## config.mk

```make
export PLATFORM = sky130hd
export DESIGN_NAME = gate_truth_decoder
export DESIGN_NICKNAME = d
export VERILOG_FILES = /design/src/rtl/gate_truth_decoder_pkg.sv /design/src/rtl/gate_truth_lut.sv /design/src/rtl/gate_truth_decoder.sv
export SDC_FILE = /design/constraint.sdc
export NUM_CORES = 1
export LEC_CHECK = 0
export CAP_MARGIN = 30
export CORE_ASPECT_RATIO = 0.7
export CORE_MARGIN = 1
export CORE_UTILIZATION = 44
export DETAILED_ROUTE_END_ITERATION = 7
export GPL_TIMING_DRIVEN = 0
export HOLD_SLACK_MARGIN = 0.12
export PLACE_DENSITY = 0.67
export SETUP_SLACK_MARGIN = 0.02
export SYNTH_ARGS = -nofsm -noshare
export SYNTH_HDL_FRONTEND = slang
export SYNTH_SLANG_ARGS = --single-unit
```

## constraint.sdc

```tcl
create_clock -name clk -period 5.95 [get_ports clk]
set_clock_uncertainty 0.1 [all_clocks]
set_input_delay 1.19 -clock clk [delete_from_list [all_inputs] [get_ports clk]]
set_output_delay 1.19 -clock clk [all_outputs]
set_load 0.01 [all_outputs]
```

## src/rtl/gate_truth_decoder_pkg.sv

```systemverilog
// Shared gate identifiers and golden 4-bit truth tables, indexed as truth[{a,b}].
// Also holds the decoder FSM state type.
package gate_truth_decoder_pkg;

  localparam logic [2:0] GATE_AND     = 3'd0;
  localparam logic [2:0] GATE_OR      = 3'd1;
  localparam logic [2:0] GATE_NOT_A   = 3'd2;
  localparam logic [2:0] GATE_NAND    = 3'd3;
  localparam logic [2:0] GATE_NOR     = 3'd4;
  localparam logic [2:0] GATE_XOR     = 3'd5;
  localparam logic [2:0] GATE_XNOR    = 3'd6;
  localparam logic [2:0] GATE_UNKNOWN = 3'd7;

  localparam logic [3:0] TRUTH_AND   = 4'b1000;
  localparam logic [3:0] TRUTH_OR    = 4'b1110;
  localparam logic [3:0] TRUTH_NOT_A = 4'b0011;
  localparam logic [3:0] TRUTH_NAND  = 4'b0111;
  localparam logic [3:0] TRUTH_NOR   = 4'b0001;
  localparam logic [3:0] TRUTH_XOR   = 4'b0110;
  localparam logic [3:0] TRUTH_XNOR  = 4'b1001;

  typedef enum logic [1:0] {
    StIdle,
    StDrive,
    StDecode
  } state_e;

endpackage

```

## src/rtl/gate_truth_lut.sv

```systemverilog
// Combinational decode of a captured truth table into a gate ID.
// Unrecognised patterns give GATE_UNKNOWN with id_valid low.
module gate_truth_lut
  import gate_truth_decoder_pkg::*;
(
  input  logic [3:0] truth,
  output logic [2:0] gate_id,
  output logic       id_valid
);

  always_comb begin
    gate_id  = GATE_UNKNOWN;
    id_valid = 1'b1;
    case (truth)
      TRUTH_AND:   gate_id = GATE_AND;
      TRUTH_OR:    gate_id = GATE_OR;
      TRUTH_NOT_A: gate_id = GATE_NOT_A;
      TRUTH_NAND:  gate_id = GATE_NAND;
      TRUTH_NOR:   gate_id = GATE_NOR;
      TRUTH_XOR:   gate_id = GATE_XOR;
      TRUTH_XNOR:  gate_id = GATE_XNOR;
      default:     id_valid = 1'b0;
    endcase
  end

endmodule

```

## src/rtl/gate_truth_decoder.sv

```systemverilog
// Sweeps the four input combinations of a two-input gate, captures its truth table
// and decodes it into a gate ID.
module gate_truth_decoder
  import gate_truth_decoder_pkg::*;
#(
  parameter int unsigned SETTLE = 1
) (
  input  logic       clk,
  input  logic       rst_n,
  input  logic       start,
  input  logic       y_in,
  output logic       a_drv,
  output logic       b_drv,
  output logic       busy,
  output logic       done,
  output logic [3:0] truth,
  output logic [2:0] gate_id,
  output logic       id_valid
);

  localparam logic [3:0] HoldLast = 4'(SETTLE);

  state_e     state_q, state_d;
  logic [1:0] k_q, k_d;
  logic [3:0] hold_q, hold_d;
  logic [3:0] truth_q, truth_d;
  logic [2:0] gate_id_q, gate_id_d;
  logic       id_valid_q, id_valid_d;
  logic [2:0] lut_id;
  logic       lut_valid;
  logic       sample;

  assign sample = (state_q == StDrive) && (hold_q == HoldLast);

  always_ff @(posedge clk) begin
    if (!rst_n) begin
      state_q <= StIdle;
    end else begin
      state_q <= state_d;
    end
  end

  always_comb begin
    state_d = state_q;
    unique case (state_q)
      StIdle:   if (start) state_d = StDrive;
      StDrive:  if (sample && (k_q == 2'd3)) state_d = StDecode;
      StDecode: state_d = StIdle;
      default:  state_d = StIdle;
    endcase
  end

  always_comb begin
    busy  = (state_q == StDrive);
    done  = (state_q == StDecode);
    a_drv = k_q[1];
    b_drv = k_q[0];
  end

  always_comb begin
    k_d     = k_q;
    hold_d  = hold_q;
    truth_d = truth_q;
    if ((state_q == StIdle) && start) begin
      k_d    = 2'd0;
      hold_d = 4'd0;
    end else if (state_q == StDrive) begin
      if (sample) begin
        truth_d[k_q] = y_in;
        hold_d       = 4'd0;
        // k parks at 3 so the drivers keep the last combination while idle
        if (k_q != 2'd3) k_d = k_q + 2'd1;
      end else begin
        hold_d = hold_q + 4'd1;
      end
    end
  end

  // Decode the table including the final sample so the ID is visible in DECODE itself
  gate_truth_lut u_lut (
    .truth    (truth_d),
    .gate_id  (lut_id),
    .id_valid (lut_valid)
  );

  always_comb begin
    gate_id_d  = gate_id_q;
    id_valid_d = id_valid_q;
    if ((state_q == StDrive) && (state_d == StDecode)) begin
      gate_id_d  = lut_id;
      id_valid_d = lut_valid;
    end
  end

  always_ff @(posedge clk) begin
    if (!rst_n) begin
      k_q        <= 2'd0;
      hold_q     <= 4'd0;
      truth_q    <= 4'd0;
      gate_id_q  <= GATE_UNKNOWN;
      id_valid_q <= 1'b0;
    end else begin
      k_q        <= k_d;
      hold_q     <= hold_d;
      truth_q    <= truth_d;
      gate_id_q  <= gate_id_d;
      id_valid_q <= id_valid_d;
    end
  end

  assign truth    = truth_q;
  assign gate_id  = gate_id_q;
  assign id_valid = id_valid_q;

endmodule

```

* Word level (Yosys, flattened, before mapping)
Index checks and enable logic that the tools add are counted.
** Word-level totals
- RAM bits :: 0
- Latch bits :: 0
- Memories kept :: 0
- Memory bits (read-only) :: 0
- Register bits :: 16
- Bits of input ports :: 4
** Operators by class
- Div/mod/pow operators :: 0
- Equality and inequality tests :: 13
- Shifts and indexed selects :: 0
- Add/sub/neg operators :: 2
- Multiplexer cells :: 12
- Reduce and logical (&&, ||, !) cells :: 9
- Multiply operators :: 0
- Bitwise logic cells :: 1
- Magnitude comparators :: 2
** Operator list (count)
- $pmux W3 S7 :: 1
- $mux W4 :: 4
- $eq A4 B4 Y1 const B :: 3
- $eq A4 B1 Y1 const B :: 2
- $eq A4 B3 Y1 const B :: 2
- $reduce_or A7 Y1 :: 1
- $eq A2 B2 Y1 const B :: 3
- $logic_and A1 B1 Y1 :: 5
- $add A4 B1 Y4 const B :: 1
- $bwmux W4 :: 1
- $eq A4 B2 Y1 const B :: 1
- $mux W2 :: 2
- $pmux W2 S2 :: 1
- $lt A2 B3 Y1 const B :: 1
- $reduce_and A3 Y1 :: 1
- $add A2 B1 Y2 const B :: 1
- $demux W1 S2 :: 1
- $eq A2 B1 Y1 const B :: 1
- $ge A2 B1 Y1 const B :: 1
- $logic_not A2 Y1 :: 1
- $mux W1 :: 2
- $ne A2 B2 Y1 const B :: 1
- $reduce_or A2 Y1 :: 1
- $not A1 Y1 :: 1

* Longest topological paths before layout
Gate-level depths: netlist of run 1.
- Depth after elaboration :: 11
- Mapped depth :: 8
- Gate-level depth less buffers :: 7

* By module
From an unflattened synthesis of run 1, not the netlist that was laid out.
** Unflattened totals
- Cells, all modules :: 99
- Area total of the unflattened synthesis :: 894.6 um2
** Modules (own cells, without submodules)
- gate_truth_decoder :: times used 1, area each 804.5 um2, cells an instance 87
- gate_truth_lut :: times used 1, area each 90.1 um2, cells an instance 12

* Worst setup path before layout of run 1
OpenSTA, ideal clock, no wires.
- Path kind :: in2reg
- Start :: input y_in
- End :: register gate_id_q[0], in the netlist gate_id[0]
- Buffers on the path :: 0
- Arrival :: 1.979 ns
- Setup time :: 0.122 ns
- Cell stages on the path :: 4
- Slack :: 3.749 ns
- Data required time :: 5.728 ns
- Cell sequence :: and3_4 > a211o_1 > nor2b_1 > o32a_1
** On the way
- Cells in the longest elaborated chain, start to end :: 6
- Elaborated cells on any way between the ends :: 12
** RTL lines
- start, declared :: line gate_truth_decoder.sv:11 : input logic y_in,
- $bwmux W4 * :: line gate_truth_decoder.sv:69 : truth_d[k_q] = y_in;
- $mux W4 * :: line gate_truth_decoder.sv:68 : if (sample) begin
- $mux W4 * :: line gate_truth_decoder.sv:67 : end else if (state_q == StDrive) begin
- $mux W4 * :: line gate_truth_decoder.sv:64 : if ((state_q == StIdle) && start) begin
- $eq A4 B4 Y1, or another cell as far along :: line gate_truth_lut.sv:14 : case (truth)
- $pmux W3 S7 * :: line gate_truth_lut.sv:14
- end signal, assigned :: line gate_truth_decoder.sv:106 : gate_id_q <= gate_id_d;
- end, declared :: line gate_truth_decoder.sv:27 : logic [2:0] gate_id_q, gate_id_d;
Every way passes the cells marked *; elsewhere a longest branch is shown, timed or not.
A chain may end at the register's enable or synchronous reset.

* Worst setup path after layout of run 1
- Start :: register state_q[0]
- End :: output busy
** On the way
- Cells in the longest elaborated chain, start to end :: 1
** RTL lines
- start, declared :: line gate_truth_decoder.sv:23 : state_e state_q, state_d;
- start signal, assigned :: line gate_truth_decoder.sv:37 : state_q <= StIdle;
- start signal, assigned :: line gate_truth_decoder.sv:39 : state_q <= state_d;
- $eq A2 B1 Y1 :: line gate_truth_decoder.sv:54 : busy = (state_q == StDrive);
- end, declared :: line gate_truth_decoder.sv:14 : output logic busy,
No other way between the ends.

==> results of run 1 <==
==> critical path, delay by kind of cell (launching register included) <==
family                 cells  cell delay [ns]
buffers and inverters      3             0.76
flip-flops                 1             0.43
AND/OR/NAND/NOR            1             0.10
==> state kept, by name (all words and copies together) (netlist names) <==
register / flops
state_q: 2
id_valid: 1
truth: 4
k_q: 2
hold_q: 4
gate_id: 3
==> power groups by stage <==
| stage | Combinational (mW) | Clock [mW] | Sequential (mW) |
|---|---|---|---|
| global route | 0.0224 | 0.0801 | 0.111 |
| finish | 0.0203 | 0.0738 | 0.110 |
| floorplan | 0.0130 | 0 | 0.113 |
| CTS | 0.0203 | 0.0746 | 0.110 |
| detailed placement | 0.0202 | 0 | 0.113 |
| global placement | 0.0200 | 0 | 0.113 |
==> layout by cell type, fill, tap and decap left out, drive strengths merged, types with 3 or more instances in the layout <==
| cell type | n |
|---|---|
| dfxtp | 16 |
| nand3 | 3 |
| ha | 6 |
| and4bb | 3 |
| nor2 | 11 |
| and2 | 4 |
| inv | 7 |
| clkbuf | 4 |
| clkdlybuf4s50 | 15 |
| and3 | 3 |
| nor2b | 3 |
| nand2 | 3 |
| xnor2 | 3 |
==> metrics by stage <==
step,util,hold WS [ns],worst slack [ns]
after global placement,0.575,0.358,3.09
after floorplan,-,0.337,3.75
final,0.594,0.374,3.07
after CTS,0.594,0.378,3.08
after global routing,0.594,0.422,2.99
after detailed placement,0.575,0.364,3.11
==> path summary, 6_finish.rpt <==
path,cells after the start,endpoint
max reg2reg,7,gate_id[2]$_SDFFE_PN1P_
max,4,busy
min reg2reg,1,state_q[0]$_SDFF_PN0_
min,1,state_q[0]$_SDFF_PN0_
==> final cells by class <==
cell class,instances,area share
plain buffers,2,0.0198
well taps,22,0.0241
clock buffers,4,0.0318
flip-flops and latches,16,0.281
repair buffers,15,0.132
inverters,7,0.0252
multi-input cells,72,0.486
==> cell families (layout without fill, tap and decap cells) <==
| logic type | count (synthesis) | after routing |
|---|---|---|
| compound gates | 18 | 18 |
| xor+xnor | 5 | 5 |
| fa+ha+maj | 6 | 6 |
| buf+inv | 9 | 28 |
| flops | 16 | 16 |
| mux | 2 | 2 |
| simple gates | 41 | 41 |
==> routing by layer <==
layer / wire length [µm] / part of all wire / global-route usage / vias to the layer above
li1: - / - / - / 384
met1: 1060 / 0.59 / 0.257 / 324
met2: 646 / 0.36 / 0.256 / 20
met3: 101 / 0.056 / 0.0710 / 0
met4: 0 / 0 / 0.0366 / 0
met5: 0 / 0 / 0 / -
==> results.md, run 1 <==
* Number of clock sinks at 16
* Placeable core area at 1920 µm²
* CTS tree: yes
* Worst EP required at 4.66 ns
* Final routed wirelength across all metal layers at 1810 µm
* Max-Cap Viols at 0
* Prevailing post-synth register cell: sky130_fd_sc_hd__dfxtp_1
* Cells after Synth at 97
* Count of nets left with antenna violations after detail routing at 0
* Average via count per standard cell at 5.28
* Kind of end point of the critical path: output port
* Share of cells above drive strength 1 at 0.147
* Maximum number of pins on one net before global-route repair at 11
* Max Transition Viols Final at 0
* Global-route wire length before repair at 2990 µm
* Placed cell count at 134
* Worst supply voltage drop on vdd at 0.000120 V
* Leakage at 0.456 nW
* FFs w/ async S/R, synth at 0
* Simple logic cell fraction of the synthesized area at 0.278
* Setup-violating endpoint count in the final report at 0
* Dpl hpwl at 1360 µm
* Sequential share of power at 0.540
* Launch point of the critical path: state_q[0]$_SDFF_PN0_
* Post-CTS setup buffer count at 0
* Dominant combinational cell family by area after synthesis: simple AND/OR/NAND/NOR gates
* Cell types with the highest counts after synthesis: sky130_fd_sc_hd__dfxtp_1, sky130_fd_sc_hd__nor2_1, sky130_fd_sc_hd__ha_1, sky130_fd_sc_hd__inv_1
* Worst Setup Path Type: reg2out
* Area contributors post-synth: sky130_fd_sc_hd__dfxtp_1, sky130_fd_sc_hd__ha_1, sky130_fd_sc_hd__nor2_1, sky130_fd_sc_hd__xnor2_1, sky130_fd_sc_hd__a211oi_2
* Routed length per instance at 13.1 µm
* Violation count after the first detailed-route iteration at 25
* Class of the tightest hold or removal check: reg2reg
* FF-to-FF setup slack at 3.90 ns
* Synth Area in Adders at 0.0811
* Nets at 127
* Finished layout cell area at 1140 µm²
* Final hold viol count at 0
* Fmax achieved at 348 MHz
* Floorplan die height at 40.4 µm
* Dominant cell type by area after synthesis: sky130_fd_sc_hd__dfxtp_1
* Die span in x at 56.8 µm
* Launch instance of the worst min-delay path: state_q[1]$_SDFF_PN0_
* Number of levels in the clock H-tree at 1
* RSZ-0062 raised after global routing: no
* Clock insertion delay at the later pin of the skew report at 0.29 ns
* Synthesis-stage register bit count at 16
* Aggregate negative setup slack at 0 ns
* Total area of multi-input combinational cells at 554 µm²
* Biggest fanout along the worst timing path at 10
* Clock tree buffer depth at 2
* Filler cells at 188
* Data arrival at the endpoint of the critical path at 1.59 ns
* Number of different library cells in the post-synthesis netlist at 44
* Final Instance Count excl. Fillers at 138
* Number of enable flip-flop cells after synthesis at 0
* DP Area at 1100 µm²
* Effective utilization at floorplan at 0.482
* Total power of the final layout at 0.204 mW
* Post-synthesis sequential area ratio at 0.346
* Proportion of power drawn by the clock network at 0.361
* Power Density at 179 nW/µm²
* Site Rows at 13
* Via count of the first global-routing pass at 638
* Area grow syn2layout at 23.1%
* Yosys top cell area share at 0.346
* Worst slew margin relative to its limit at 0.584
* Portion of the clock cycle consumed by the worst path in the final layout at 0.483
* Leftover overflow at the end of global routing at 0
* Die area at 2290 µm²
* Share of power burned in combinational logic at 0.099
* Avg Synthesized Cell Area at 9.55 µm²
* Post-synthesis instance area at 926 µm²
* Sequential cell area at 320 µm²
* Slowest CP cell: sky130_fd_sc_hd__clkdlybuf4s50_1
* Ordered list of cells on the worst path: nand2b_4 > inv_4 > buf_6 > clkdlybuf4s50_1
* CP Launch Type: flop
* Switching share of total power at 0.239
* Number of buffers inserted during clock tree synthesis at 3
* Post-CTS Hold Buffers at 0
* IO Pins at 16
* Routability congestion estimate at 0.786
* Clock period minus final worst setup slack at 2.88 ns
* Result of the run: finished clean
* Synthesized net count at 107
* Start of the worst register-to-register path: hold_q[1]$_SDFFE_PP0N_
* Parity-gate share of the synthesized area counting xor and xnor cells at 0.0473
* Number of cells upsized or downsized after cts at 0
* Number of detailed-route iterations in the first pass at 4
* GR Util All Layers at 0.180
* YS warnings at 0
* Synth Area in Compound Gates at 0.169
* DRC errors left at 0
* Most frequently used cell type in the post-synthesis netlist: sky130_fd_sc_hd__dfxtp_1
* Internal Power at 0.155 mW
* Clock tree root buffer cell: sky130_fd_sc_hd__clkbuf_4
* Antenna diode count at 0
* Clock slew at the register clock pins of the worst setup and hold paths at 0.10 ns
* Vias post-DR at 728
* Initial antenna violation count at 0
* Multiplexer fraction of the synthesized cell area at 0.0230
* Stage delay of the slowest cell on the critical path at 0.54 ns
* # port buffers at 15
* Net Sw Power at 0.0489 mW
* Transition at the pin with the smallest max-transition slack at 0.618 ns
Note: power is estimated with default switching activity, not from simulation.
==> run 2, diff against run 1 <==
==> constraint.sdc (replaced) <==
create_clock -name clk -period 2.95 [get_ports clk]
set_clock_uncertainty 0.1 [all_clocks]
set_input_delay 0.59 -clock clk [delete_from_list [all_inputs] [get_ports clk]]
set_output_delay 0.59 -clock clk [all_outputs]
set_load 0.01 [all_outputs]
==> results of run 2 <==
The final DEF is identical to that of run 1. Status: finished clean.
Among the figures that moved: setup slack after placement 3.11 ns -> 0.707 ns; setup slack after layout 3.07 ns -> 0.675 ns; register-to-register setup slack 3.90 ns -> 0.90 ns; total power 0.204 mW -> 0.412 mW; worst IR drop on VDD 0.000120 V -> 0.000243 V
==> run 3, diff against run 2 <==
==> constraint.sdc (replaced) <==
create_clock -name clk -period 2.1 [get_ports clk]
set_clock_uncertainty 0.1 [all_clocks]
set_input_delay 0.42 -clock clk [delete_from_list [all_inputs] [get_ports clk]]
set_output_delay 0.42 -clock clk [all_outputs]
set_load 0.01 [all_outputs]
==> results.md, run 3 (same netlist as run 1, synthesis figures left out) <==
* Worst EP required at 2.22 ns
* Average via count per standard cell at 5.26
* Biggest fanout along the worst timing path at 5
* Data arrival at the endpoint of the critical path at 2.12 ns
* Nets at 127
* GR Util All Layers at 0.181
* Number of cells on the worst reg-to-reg path at 8
* Maximum number of pins on one net before global-route repair at 11
* Max-Cap Viols at 0
* Max Transition Viols Final at 0
* Clock tree root buffer cell: sky130_fd_sc_hd__clkbuf_4
* Leakage at 0.459 nW
* Violation count after the first detailed-route iteration at 23
* Site Rows at 13
* IO Pins at 16
* Class of the tightest hold or removal check: reg2reg
* Dpl hpwl at 1360 µm
* DRC errors left at 0
* Number of detailed-route iterations in the first pass at 4
* Clock slew at the register clock pins of the worst setup and hold paths at 0.10 ns
* Most common cell after layout, fill and taps aside: sky130_fd_sc_hd__clkdlybuf4s50_1
* RSZ-0062 raised after global routing: yes
* Effective utilization at floorplan at 0.482
* Initial antenna violation count at 0
* Result of the run: finished clean
* Setup-violating endpoint count in the final report at 0
* Via count of the first global-routing pass at 643
* Worst slew margin relative to its limit at 0.583
* Start of the worst register-to-register path: k_q[0]$_SDFFE_PP0P_
* Vias post-DR at 726
* Number of cells traversed by the worst hold path at 1
* Number of buffers inserted during clock tree synthesis at 3
* Placeable core area at 1920 µm²
* Clock tree buffer depth at 2
* Transition at the pin with the smallest max-transition slack at 0.619 ns
* Total power of the final layout at 0.579 mW
* Antenna diode count at 0
* Launch point of the critical path: k_q[0]$_SDFFE_PP0P_
* Final Instance Count excl. Fillers at 138
* Count of nets left with antenna violations after detail routing at 0
* Floorplan die height at 40.4 µm
* Routability congestion estimate at 0.786
* Final hold viol count at 0
* Global-route wire length before repair at 2990 µm
* Worst supply voltage drop on vdd at 0.000342 V
* Finished layout cell area at 1140 µm²
* Clock period minus final worst setup slack at 2.00 ns
* Placed cell count at 134
* Leftover overflow at the end of global routing at 0
* Fmax achieved at 500 MHz
* FF-to-FF setup slack at 0.10 ns
* Die area at 2290 µm²
* Area grow syn2layout at 23.6%
* Clock insertion delay at the later pin of the skew report at 0.29 ns
* Number of levels in the clock H-tree at 1
* CP Launch Type: flop
* DP Area at 1100 µm²
* Kind of end point of the critical path: flop
* Routed length per instance at 13.1 µm
* Power Density at 506 nW/µm²
* Worst Setup Path Type: reg2reg
* Share of cells above drive strength 1 at 0.181
* # port buffers at 15
* Portion of the clock cycle consumed by the worst path in the final layout at 0.952
* Post-CTS Hold Buffers at 0
* Die span in x at 56.8 µm
* Highest-count cells in the layout ignoring fill and taps: sky130_fd_sc_hd__clkdlybuf4s50_1, sky130_fd_sc_hd__dfxtp_1, sky130_fd_sc_hd__nor2_1
* Launch instance of the worst min-delay path: state_q[1]$_SDFF_PN0_
* Final routed wirelength across all metal layers at 1810 µm
* Post-Route Hold Slack at 0.367 ns
* CTS tree: yes
* Aggregate negative setup slack at 0 ns
* Number of clock sinks at 16
==> run 3: cell types whose count changed in the layout (fill, tap and decap cells not counted), sizes merged <==
cell	change
clkdlybuf4s50	-1
dlygate4sd2	+1
==> run 3: final timing paths <==
kind,end
setup / recovery,gate_id[2]$_SDFFE_PN1P_
hold / removal,state_q[0]$_SDFF_PN0_
setup reg to reg,gate_id[2]$_SDFFE_PN1P_
hold reg to reg,state_q[0]$_SDFF_PN0_
==> run 3: stage by stage <==
stage	utilization	setup WS [ns]
after floorplan	-	0.148
after global placement	0.575	0.00916
after detailed placement	0.575	0.0265
after CTS	0.594	0.0638
after global routing	0.596	0.0165
final	0.596	0.101
==> run 3: layout make-up <==
| type | instances | area [µm²] |
|---|---|---|
| Fill cell | 186 | 774 |
| Multi-Input combinational cell | 72 | 557 |
| Sequential cell | 16 | 324 |
| Timing Repair Buffer | 15 | 149 |
| Clock buffer | 4 | 36.3 |
| Inverter | 7 | 28.8 |
| Tap cell | 22 | 27.5 |
| Buffer | 2 | 22.5 |
==> run 3: critical path, stage by stage (launching register included) <==
cell                       delay [ns]
sky130_fd_sc_hd__dfxtp_1         0.39
sky130_fd_sc_hd__inv_1           0.10
sky130_fd_sc_hd__ha_1            0.20
sky130_fd_sc_hd__and4bb_1        0.20
sky130_fd_sc_hd__a21bo_1         0.22
sky130_fd_sc_hd__and2_4          0.16
sky130_fd_sc_hd__buf_6           0.12
sky130_fd_sc_hd__a32o_1          0.23
sky130_fd_sc_hd__a211oi_2        0.21
==> run 3: layer usage <==
layer  vias to the layer above  part of all wire  track usage
li1                        384                 -            -
met1                       324              0.59        0.255
met2                        18              0.36        0.262
met3                         0             0.052       0.0710
met4                         0                 0       0.0366
met5                         -                 0            0
==> run 3: power breakdown <==
| part | internal, mW | total [mW] | switching (mW) |
|---|---|---|---|
| combinational | 0.0269 | 0.0568 | 0.0299 |
| clock | 0.106 | 0.209 | 0.104 |
| sequential | 0.308 | 0.313 | 0.00502 |
==> run 3: repair_timing <==
action                     in CTS  in global routing
pin swaps                       0                  1
resized for setup               2                  3
setup endpoints to repair       1                  4
buffers inserted                0                  0
